$ cat src/rtl/nr_crc_pkg.sv
// Shared types and constants for the multi-polynomial NR CRC attach/check slice.
// Optional receive-side check mode is enabled by NR_CRC_CHECK_EN.
package nr_crc_pkg;

    localparam int unsigned MAX_W_DEF = 24;
    localparam int unsigned LEN_W     = 5;

    typedef enum logic [2:0] {
        CRC24A = 3'd0,
        CRC24B = 3'd1,
        CRC24C = 3'd2,
        CRC16  = 3'd3,
        CRC11  = 3'd4,
        CRC6   = 3'd5
    } crc_mode_t;

    typedef enum logic [1:0] {
        ST_IDLE   = 2'd0,
        ST_DATA   = 2'd1,
        ST_APPEND = 2'd2
    } state_t;

    // Generator polynomial without the x^L term; codes 6 and 7 fall back to CRC16.
    function automatic logic [MAX_W_DEF-1:0] crc_poly(input logic [2:0] mode);
        case (crc_mode_t'(mode))
            CRC24A:  crc_poly = 24'h864CFB;
            CRC24B:  crc_poly = 24'h800063;
            CRC24C:  crc_poly = 24'hB2B117;
            CRC11:   crc_poly = 24'h000621;
            CRC6:    crc_poly = 24'h000021;
            default: crc_poly = 24'h001021;
        endcase
    endfunction

    function automatic logic [LEN_W-1:0] crc_len(input logic [2:0] mode);
        case (crc_mode_t'(mode))
            CRC24A, CRC24B, CRC24C: crc_len = LEN_W'(24);
            CRC11:                  crc_len = LEN_W'(11);
            CRC6:                   crc_len = LEN_W'(6);
            default:                crc_len = LEN_W'(16);
        endcase
    endfunction

endpackage

$ cat src/rtl/nr_crc_attach_if.sv
// Serial bit-stream bus between the transport-block source, the CRC block and segmentation.
// CHECK/CRC_OK exist only when NR_CRC_CHECK_EN is defined.
interface nr_crc_attach_if #(
    parameter int unsigned MAX_W = 24
) ();
    logic             IN_VALID;
    logic             IN_DATA;
    logic             IN_LAST;
    logic             IN_READY;
    logic [2:0]       MODE;
    logic             OUT_VALID;
    logic             OUT_DATA;
    logic             OUT_LAST;
    logic [MAX_W-1:0] CRC_OUT;
    logic             CRC_VALID;
    logic             BUSY;
`ifdef NR_CRC_CHECK_EN
    logic             CHECK;
    logic             CRC_OK;

    modport master (
        output IN_VALID, IN_DATA, IN_LAST, MODE, CHECK,
        input  IN_READY, OUT_VALID, OUT_DATA, OUT_LAST, CRC_OUT, CRC_VALID, BUSY, CRC_OK
    );
    modport slave (
        input  IN_VALID, IN_DATA, IN_LAST, MODE, CHECK,
        output IN_READY, OUT_VALID, OUT_DATA, OUT_LAST, CRC_OUT, CRC_VALID, BUSY, CRC_OK
    );
`else
    modport master (
        output IN_VALID, IN_DATA, IN_LAST, MODE,
        input  IN_READY, OUT_VALID, OUT_DATA, OUT_LAST, CRC_OUT, CRC_VALID, BUSY
    );
    modport slave (
        input  IN_VALID, IN_DATA, IN_LAST, MODE,
        output IN_READY, OUT_VALID, OUT_DATA, OUT_LAST, CRC_OUT, CRC_VALID, BUSY
    );
`endif
endinterface

$ cat src/rtl/nr_crc_lfsr.sv
// W-bit masked Galois CRC LFSR with runtime polynomial and length; shared with the receive-side checker.
module nr_crc_lfsr
    import nr_crc_pkg::*;
#(
    parameter int unsigned W = 24
) (
    input  logic             CLK,
    input  logic             RST,
    input  logic             step,
    input  logic             seed_zero,
    input  logic             din,
    input  logic [W-1:0]     poly,
    input  logic [LEN_W-1:0] len,
    output logic [W-1:0]     next_c,
    output logic             msb_c
);
    logic [W-1:0] lfsr_q;
    logic [W-1:0] base;
    logic [W-1:0] mask;
    logic         fb;

    // A step from IDLE starts from the all-zero seed rather than the leftover remainder.
    always_comb begin
        base   = seed_zero ? '0 : lfsr_q;
        mask   = (W'(1) << len) - W'(1);
        msb_c  = |(base & (W'(1) << (len - LEN_W'(1))));
        fb     = din ^ msb_c;
        next_c = ((base << 1) ^ (fb ? poly : '0)) & mask;
    end

    always_ff @(posedge CLK or negedge RST) begin
        if (!RST)      lfsr_q <= '0;
        else if (step) lfsr_q <= next_c;
    end

endmodule

$ cat src/rtl/nr_crc_attach.sv
// Serial multi-polynomial CRC attach: one-cycle data pass-through then MSB-first CRC append.
// Defining NR_CRC_CHECK_EN adds a per-block CHECK mode that reports CRC_OK instead of appending.
module nr_crc_attach
    import nr_crc_pkg::*;
#(
    parameter int unsigned MAX_W = MAX_W_DEF
) (
    input  logic            CLK,
    input  logic            RST,
    nr_crc_attach_if.slave  bus
);
    state_t             state_q, state_d;
    logic [MAX_W-1:0]   poly_q, cur_poly;
    logic [LEN_W-1:0]   len_q, cur_len;
    logic [LEN_W-1:0]   cnt_q, cnt_d;
    logic               chk_q, chk_cur;
    logic               in_idle, accept;
    logic               lfsr_step, lfsr_din, lfsr_msb;
    logic [MAX_W-1:0]   lfsr_nxt;

    logic               out_valid_q, out_valid_d;
    logic               out_data_q,  out_data_d;
    logic               out_last_q,  out_last_d;
    logic               crc_valid_q, crc_valid_d;
    logic [MAX_W-1:0]   crc_out_q;
    logic               crc_ld;
    logic               busy_q;

    assign in_idle      = (state_q == ST_IDLE);
    assign bus.IN_READY = (state_q != ST_APPEND);
    assign accept       = bus.IN_VALID && bus.IN_READY;

    // Mode is taken live on the first bit of a block and from the latched copy afterwards.
    assign cur_poly = in_idle ? MAX_W'(crc_poly(bus.MODE)) : poly_q;
    assign cur_len  = in_idle ? crc_len(bus.MODE) : len_q;
`ifdef NR_CRC_CHECK_EN
    assign chk_cur  = in_idle ? bus.CHECK : chk_q;
`else
    assign chk_cur  = 1'b0;
`endif

    // Appending feeds the LFSR its own MSB, so feedback cancels and it shifts out with zero fill.
    assign lfsr_step = accept || (state_q == ST_APPEND);
    assign lfsr_din  = (state_q == ST_APPEND) ? lfsr_msb : bus.IN_DATA;

    nr_crc_lfsr #(.W(MAX_W)) u_lfsr (
        .CLK       (CLK),
        .RST       (RST),
        .step      (lfsr_step),
        .seed_zero (in_idle),
        .din       (lfsr_din),
        .poly      (cur_poly),
        .len       (cur_len),
        .next_c    (lfsr_nxt),
        .msb_c     (lfsr_msb)
    );

`ifdef NR_CRC_CHECK_EN
    logic fin_q, fin_d;
    logic ok_q,  ok_d;
    logic crc_ok_q;
    assign fin_d      = accept && bus.IN_LAST && chk_cur;
    assign ok_d       = (lfsr_nxt == '0);
    assign bus.CRC_OK = crc_ok_q;
`endif

    always_ff @(posedge CLK or negedge RST) begin
        if (!RST) state_q <= ST_IDLE;
        else      state_q <= state_d;
    end

    always_comb begin
        state_d     = state_q;
        cnt_d       = cnt_q;
        out_valid_d = 1'b0;
        out_data_d  = 1'b0;
        out_last_d  = 1'b0;
        crc_valid_d = 1'b0;
        crc_ld      = 1'b0;
        case (state_q)
            ST_IDLE, ST_DATA: begin
                if (accept) begin
                    out_valid_d = 1'b1;
                    out_data_d  = bus.IN_DATA;
                    state_d     = ST_DATA;
                    if (bus.IN_LAST) begin
                        crc_ld = 1'b1;
                        if (chk_cur) begin
                            state_d = ST_IDLE;
                        end else begin
                            state_d = ST_APPEND;
                            cnt_d   = cur_len - LEN_W'(1);
                        end
                    end
                end
            end
            ST_APPEND: begin
                out_valid_d = 1'b1;
                out_data_d  = lfsr_msb;
                cnt_d       = cnt_q - LEN_W'(1);
                if (cnt_q == '0) begin
                    out_last_d  = 1'b1;
                    crc_valid_d = 1'b1;
                    cnt_d       = '0;
                    state_d     = ST_IDLE;
                end
            end
            default: state_d = ST_IDLE;
        endcase
`ifdef NR_CRC_CHECK_EN
        if (fin_q) begin
            out_last_d  = 1'b1;
            crc_valid_d = 1'b1;
        end
`endif
    end

    always_ff @(posedge CLK or negedge RST) begin
        if (!RST) begin
            poly_q      <= '0;
            len_q       <= '0;
            chk_q       <= 1'b0;
            cnt_q       <= '0;
            out_valid_q <= 1'b0;
            out_data_q  <= 1'b0;
            out_last_q  <= 1'b0;
            crc_valid_q <= 1'b0;
            crc_out_q   <= '0;
            busy_q      <= 1'b0;
        end else begin
            if (accept && in_idle) begin
                poly_q <= cur_poly;
                len_q  <= cur_len;
                chk_q  <= chk_cur;
            end
            cnt_q       <= cnt_d;
            out_valid_q <= out_valid_d;
            out_data_q  <= out_data_d;
            out_last_q  <= out_last_d;
            crc_valid_q <= crc_valid_d;
            if (crc_ld) crc_out_q <= lfsr_nxt;
            busy_q      <= (state_d != ST_IDLE);
        end
    end

`ifdef NR_CRC_CHECK_EN
    // Check verdict is reported one cycle after the final received CRC bit.
    always_ff @(posedge CLK or negedge RST) begin
        if (!RST) begin
            fin_q    <= 1'b0;
            ok_q     <= 1'b0;
            crc_ok_q <= 1'b0;
        end else begin
            fin_q    <= fin_d;
            if (fin_d) ok_q <= ok_d;
            crc_ok_q <= fin_q && ok_q;
        end
    end
`endif

    assign bus.OUT_VALID = out_valid_q;
    assign bus.OUT_DATA  = out_data_q;
    assign bus.OUT_LAST  = out_last_q;
    assign bus.CRC_VALID = crc_valid_q;
    assign bus.CRC_OUT   = crc_out_q;
    assign bus.BUSY      = busy_q;

endmodule

$ cat src/flat_wrapper.sv
// flat-port wrapper written by rule: the top's interface ports become plain ports
module nr_crc_attach_flat import nr_crc_pkg::*;
#(
    parameter int unsigned MAX_W = MAX_W_DEF
)
  (CLK, RST, bus_IN_VALID, bus_IN_DATA, bus_IN_LAST, bus_MODE, bus_IN_READY, bus_OUT_VALID, bus_OUT_DATA, bus_OUT_LAST, bus_CRC_OUT, bus_CRC_VALID, bus_BUSY);
  nr_crc_attach_if #(.MAX_W(MAX_W)) bus_i ();
  input  logic CLK;
  input  logic RST;
  input wire logic [$bits(bus_i.IN_VALID)-1:0] bus_IN_VALID;
  input wire logic [$bits(bus_i.IN_DATA)-1:0] bus_IN_DATA;
  input wire logic [$bits(bus_i.IN_LAST)-1:0] bus_IN_LAST;
  input wire logic [$bits(bus_i.MODE)-1:0] bus_MODE;
  output wire logic [$bits(bus_i.IN_READY)-1:0] bus_IN_READY;
  output wire logic [$bits(bus_i.OUT_VALID)-1:0] bus_OUT_VALID;
  output wire logic [$bits(bus_i.OUT_DATA)-1:0] bus_OUT_DATA;
  output wire logic [$bits(bus_i.OUT_LAST)-1:0] bus_OUT_LAST;
  output wire logic [$bits(bus_i.CRC_OUT)-1:0] bus_CRC_OUT;
  output wire logic [$bits(bus_i.CRC_VALID)-1:0] bus_CRC_VALID;
  output wire logic [$bits(bus_i.BUSY)-1:0] bus_BUSY;
  assign bus_i.IN_VALID = bus_IN_VALID;
  assign bus_i.IN_DATA = bus_IN_DATA;
  assign bus_i.IN_LAST = bus_IN_LAST;
  assign bus_i.MODE = bus_MODE;
  assign bus_IN_READY = bus_i.IN_READY;
  assign bus_OUT_VALID = bus_i.OUT_VALID;
  assign bus_OUT_DATA = bus_i.OUT_DATA;
  assign bus_OUT_LAST = bus_i.OUT_LAST;
  assign bus_CRC_OUT = bus_i.CRC_OUT;
  assign bus_CRC_VALID = bus_i.CRC_VALID;
  assign bus_BUSY = bus_i.BUSY;
  nr_crc_attach #(.MAX_W(MAX_W)) u_core (.CLK(CLK), .RST(RST), .bus(bus_i));
endmodule
$ cat config.mk
export PLATFORM = sky130hd
export DESIGN_NAME = nr_crc_attach_flat
export DESIGN_NICKNAME = d
export VERILOG_FILES = /design/src/rtl/nr_crc_pkg.sv /design/src/rtl/nr_crc_attach_if.sv /design/src/rtl/nr_crc_lfsr.sv /design/src/rtl/nr_crc_attach.sv /design/src/flat_wrapper.sv
export SDC_FILE = /design/constraint.sdc
export NUM_CORES = 1
export LEC_CHECK = 0
export ABC_AREA = 0
export CAP_MARGIN = 20
export CORE_MARGIN = 2
export CORE_UTILIZATION = 36
export DETAILED_ROUTE_END_ITERATION = 8
export GPL_TIMING_DRIVEN = 0
export REMOVE_ABC_BUFFERS = 1
export SYNTH_ARGS = -nofsm -noshare
export SYNTH_HDL_FRONTEND = slang
export SYNTH_HIERARCHICAL = 1
export SYNTH_SLANG_ARGS = --single-unit
$ cat constraint.sdc
create_clock -name CLK -period 4.6 [get_ports CLK]
set_input_delay 0.69 -clock CLK [delete_from_list [all_inputs] [get_ports CLK]]
set_output_delay 0.69 -clock CLK [all_outputs]
set_load 0.02 [all_outputs]
==> flow_summary.toml <==
[timing]
worst_hold_slack_ns = 0.273
rsz0062_at_grt = "false"
min_period_ns = 4.48
min_period_over_period_pct = 97.4
setup-violations-final = 0
relSlewSlack_pct = 47.8
drv_slew = 0
max_freq_mhz = 223
fin_skew_ns = 0.00809
max_slew.worst_pin.slew_ns = 0.781
hold_viol_final = 0

[clock_tree]
clock-sinks = 88
cts_buffers = 9
clk_pin_slew_ns = 0.07
postCtsHoldBufs = 0
cts_tree = "built"
cts.htree.levels = 3
clockRootBuffer = "clkbuf_16"
clk_latency_ns = 0.36
cts.path.max_buffers = 2

[pwr]
p_comb_share_pct = 59.1
swShare_pct = 47.2
ir_worst_vdd_mv = 0.344
powerDensity_nw_per_um2 = 645
pwr-share-seq_pct = 25.2
p_leak_nw = 3.54
internal-power_w = 0.00259
p_clk_share_pct = 15.7
power_switching_w = 0.00232

[routing]
avgRoutedWirePerCell_um = 19.3
drc = 0
post_drt_via_cell_ratio = 5.83
finalWirelength_um = 20000
num_vias = 6047
drt_iter0_drc = 765
postRouteAntennaNets = 0
dr.pass1.iters = 5

[global_route]
grt_use_total_pct = 21.8
grt_pass1_wl_um = 31100
grt_pass1_vias = 5577
overflow = 0
grt_max_degree = 57
antenna_found_initial = 1

[critical_path]
required_ns = 4.90
rr_endpoint = "u_core/bus.CRC_OUT[7]$_DFFE_PN0P_"
cp_cell_sequence = "or2_4 -> buf_4 -> a22oi_2 -> clkinvlp_4 -> buf_4 -> mux4_2 -> and2_4 -> o211a_4 -> nor2_8 -> nand2_1 -> nand2_4 -> nand2_8 -> buf_4 -> or4b_2 -> a21oi_1 -> or4_4 -> nand2_1 -> nand2_1"
reg2reg_slack_ns = 0.12
rr_worst_depth = 18
critPathTopFamily = "simple AND/OR/NAND/NOR gates"
max_stage_delay_ns = 0.69
cp-end-kind = "register"
start_kind = "register"
slowest_stage = "or4b_2"
worst-path-buf-inv = 4
crit_type = "reg2reg"
critPathMaxFanout = 9
r2r-start = "u_core/state_q[0]$_DFF_PN0_"
arrival_ns = 4.78

[synth]
yosys.cell_types.count = 94
synthCells = 766
synth-seq-area-share_pct = 34.6
netlist_area_um2 = 6360
ys_seq_elements = 88
yosysTopAreaCellShare_pct = 34.6
syn_avg_cell_area_um2 = 8.30
yosys_warnings = 6
synth.top_cells.by_area = "dfrtp_1 (35%), nand2_1 (8.9%), mux2i_1 (2.7%), nor2_1 (2.6%), nor3_1 (2.1%)"
ys.flop_type = "dfrtp_1"
synth_edf_count = 0
yosys.area.top_type = "dfrtp_1"
async_reset_ff_share_pct = 100

[cells_and_area]
nNetsFinal = 818
final_layout_size_suffix_gt1_share_pct = 17.9
area_growth_pct = 19.6
final_common_cell = "nand2_1"
layout_common_cells = "nand2_1 (149), dfrtp_1 (86), nor2_1 (44), buf_4 (37), clkdlybuf4s50_1 (33)"
final_cells = 1037
fillers = 1712

[die]
die_h_um = 137
initial_core_util_pct = 36.8
core_um2 = 17300
row_count = 48
die-area_um2 = 18700
io_pins = 38
dieWidth_um = 137

[flow_run]
maxCapViolCount = 0

[placement]
dp.cells = 974
detailed_place_hpwl_um = 12200
port_buffers = 37
place.gp.congestion = 0.853

[run_status]
status = "finished, final reports clean"

[worst_hold_path]
holdCritPathClass = "in2async"
-- layout make-up --
| class | count | area, µm² | share of cell area [%] |
|---|---|---|---|
| tap | 225 | 282 | 3.70 |
| timing repair inverter | 5 | 25.0 | 0.329 |
| sequential | 88 | 2200 | 29.0 |
| inverter | 28 | 133 | 1.74 |
| antenna | 1 | 2.50 | 0.0329 |
| multi-input combinational | 594 | 3870 | 50.9 |
| clock buffer | 10 | 239 | 3.14 |
| timing repair buffer | 80 | 785 | 10.3 |
| clock inverter | 6 | 67.6 | 0.888 |
-- metrics by stage --
| step | cell area, µm² | power [W] | worst slack, ns | utilization (%) | setup TNS [ns] |
|---|---|---|---|---|---|
| 4_1_cts | 7440 | 0.00476 | 0.0393 | 43.0 | 0 |
| 2_1_floorplan | 6030 | 0.00289 | -1.05 | - | -37.09 |
| 5_1_grt | 7600 | 0.00521 | 0.00871 | 44.0 | 0 |
| 6_report | 7610 | 0.00491 | 0.117 | 44.0 | 0 |
| 3_5_place_dp | 6790 | 0.00369 | -2.55 | 39.3 | -111.64 |
| 3_3_place_gp | 6680 | 0.00365 | -3.25 | 38.6 | -203.14 |
-- power groups by stage --
| stage | clock, W | sequential, W | combinational (W) |
|---|---|---|---|
| finish | 0.000770 | 0.00123 | 0.00290 |
| global route | 0.000819 | 0.00126 | 0.00313 |
| CTS | 0.000793 | 0.00123 | 0.00273 |
| detailed placement | 0 | 0.00123 | 0.00246 |
| global placement | 0 | 0.00123 | 0.00242 |
| floorplan | 0 | 0.00128 | 0.00161 |
-- worst register-to-register path, cell delays in order (launching register included) --
cell and delay (ns):
dfrtp_2 0.48, or2_4 0.32, buf_4 0.18, a22oi_2 0.28
clkinvlp_4 0.20, buf_4 0.20, mux4_2 0.42, and2_4 0.18
o211a_4 0.28, nor2_8 0.16, nand2_1 0.12, nand2_4 0.15
nand2_8 0.10, buf_4 0.18, or4b_2 0.69, a21oi_1 0.19
or4_4 0.18, nand2_1 0.06, nand2_1 0.08
-- synth_stat cells, types with 4 or more instances --
| master | count |
|---|---|
| buf_6 | 7 |
| and2_1 | 12 |
| dfrtp_1 | 88 |
| a211oi_1 | 4 |
| or4_1 | 10 |
| nor4_1 | 6 |
| nor2b_1 | 19 |
| ha_1 | 4 |
| nand4_1 | 13 |
| o21ai_0 | 12 |
| nand2_1 | 151 |
| a21boi_0 | 4 |
| a21o_1 | 17 |
| a31oi_1 | 18 |
| nand2b_1 | 21 |
| inv_1 | 26 |
| o221ai_1 | 6 |
| a21oi_1 | 23 |
| clkbuf_1 | 20 |
| buf_4 | 4 |
| o21a_1 | 8 |
| nand3_1 | 24 |
| nor2_1 | 44 |
| o21ai_1 | 5 |
| and4_1 | 10 |
| or3_1 | 8 |
| and3_1 | 12 |
| mux2i_1 | 17 |
| nor3_1 | 27 |
| mux2_2 | 11 |
| a22oi_1 | 5 |
| o31ai_1 | 7 |
| o211ai_1 | 4 |
| o22ai_1 | 7 |
| buf_2 | 24 |
-- metal layers --
metal,vias to the layer above,GRT usage [%],share of wire [%]
li1,2843,-,-
met1,2913,29.7,45
met2,235,33.4,44
met3,54,3.56,7.2
met4,2,10.4,4.1
met5,-,0,0.065
-- sequential cells by signal (all words and copies together) (netlist names) --
name                  flops
u_core/bus.BUSY           1
u_core/bus.CRC_OUT       24
u_core/bus.CRC_VALID      1
u_core/bus.OUT_DATA       1
u_core/bus.OUT_VALID      1
u_core/cnt_q              5
u_core/len_q              5
u_core/poly_q            24
u_core/state_q            2
u_core/u_lfsr/lfsr_q     24
-- how the worst max path moves through the flow --
stage / endpoint / from / depth (start not counted)
after floorplan: u_core/u_lfsr/lfsr_q[12]$_DFFE_PN0P_ / u_core/state_q[1]$_DFF_PN0_ / 15
after global placement: u_core/bus.CRC_OUT[5]$_DFFE_PN0P_ / bus_MODE[1] / 17
after detailed placement: u_core/bus.CRC_OUT[5]$_DFFE_PN0P_ / bus_MODE[1] / 17
after CTS: u_core/u_lfsr/lfsr_q[1]$_DFFE_PN0P_ / u_core/state_q[1]$_DFF_PN0_ / 21
after global routing: u_core/u_lfsr/lfsr_q[12]$_DFFE_PN0P_ / u_core/state_q[0]$_DFF_PN0_ / 18
final: u_core/bus.CRC_OUT[7]$_DFFE_PN0P_ / u_core/state_q[0]$_DFF_PN0_ / 18
-- logic make-up (layout without fill, tap and decap cells) --
kind of cell               after synthesis  after routing  share of synthesized area [%]
and+or+nand+nor                        394            396                           32.7
AOI/OAI and AO/OA                      158            159                           18.9
DFF                                     88             88                           34.6
buffers and inverters                   87            129                           6.88
muxes                                   32             32                           5.68
adders and majority gates                4              4                          0.787
xor gates and xnor gates                 3              3                          0.413
other                                    0              1                              0
-- timing repair --
| item | CTS | global route |
|---|---|---|
| hold endpoints to repair | 0 | 0 |
| endpoints found under the setup margin | 49 | 44 |
| pin swaps | 5 | 5 |
| gates resized for setup | 32 | 12 |
| cloned | 7 | 1 |
| setup buffers | 24 | 14 |
No activity file was read; power rests on OpenSTA's default activity.
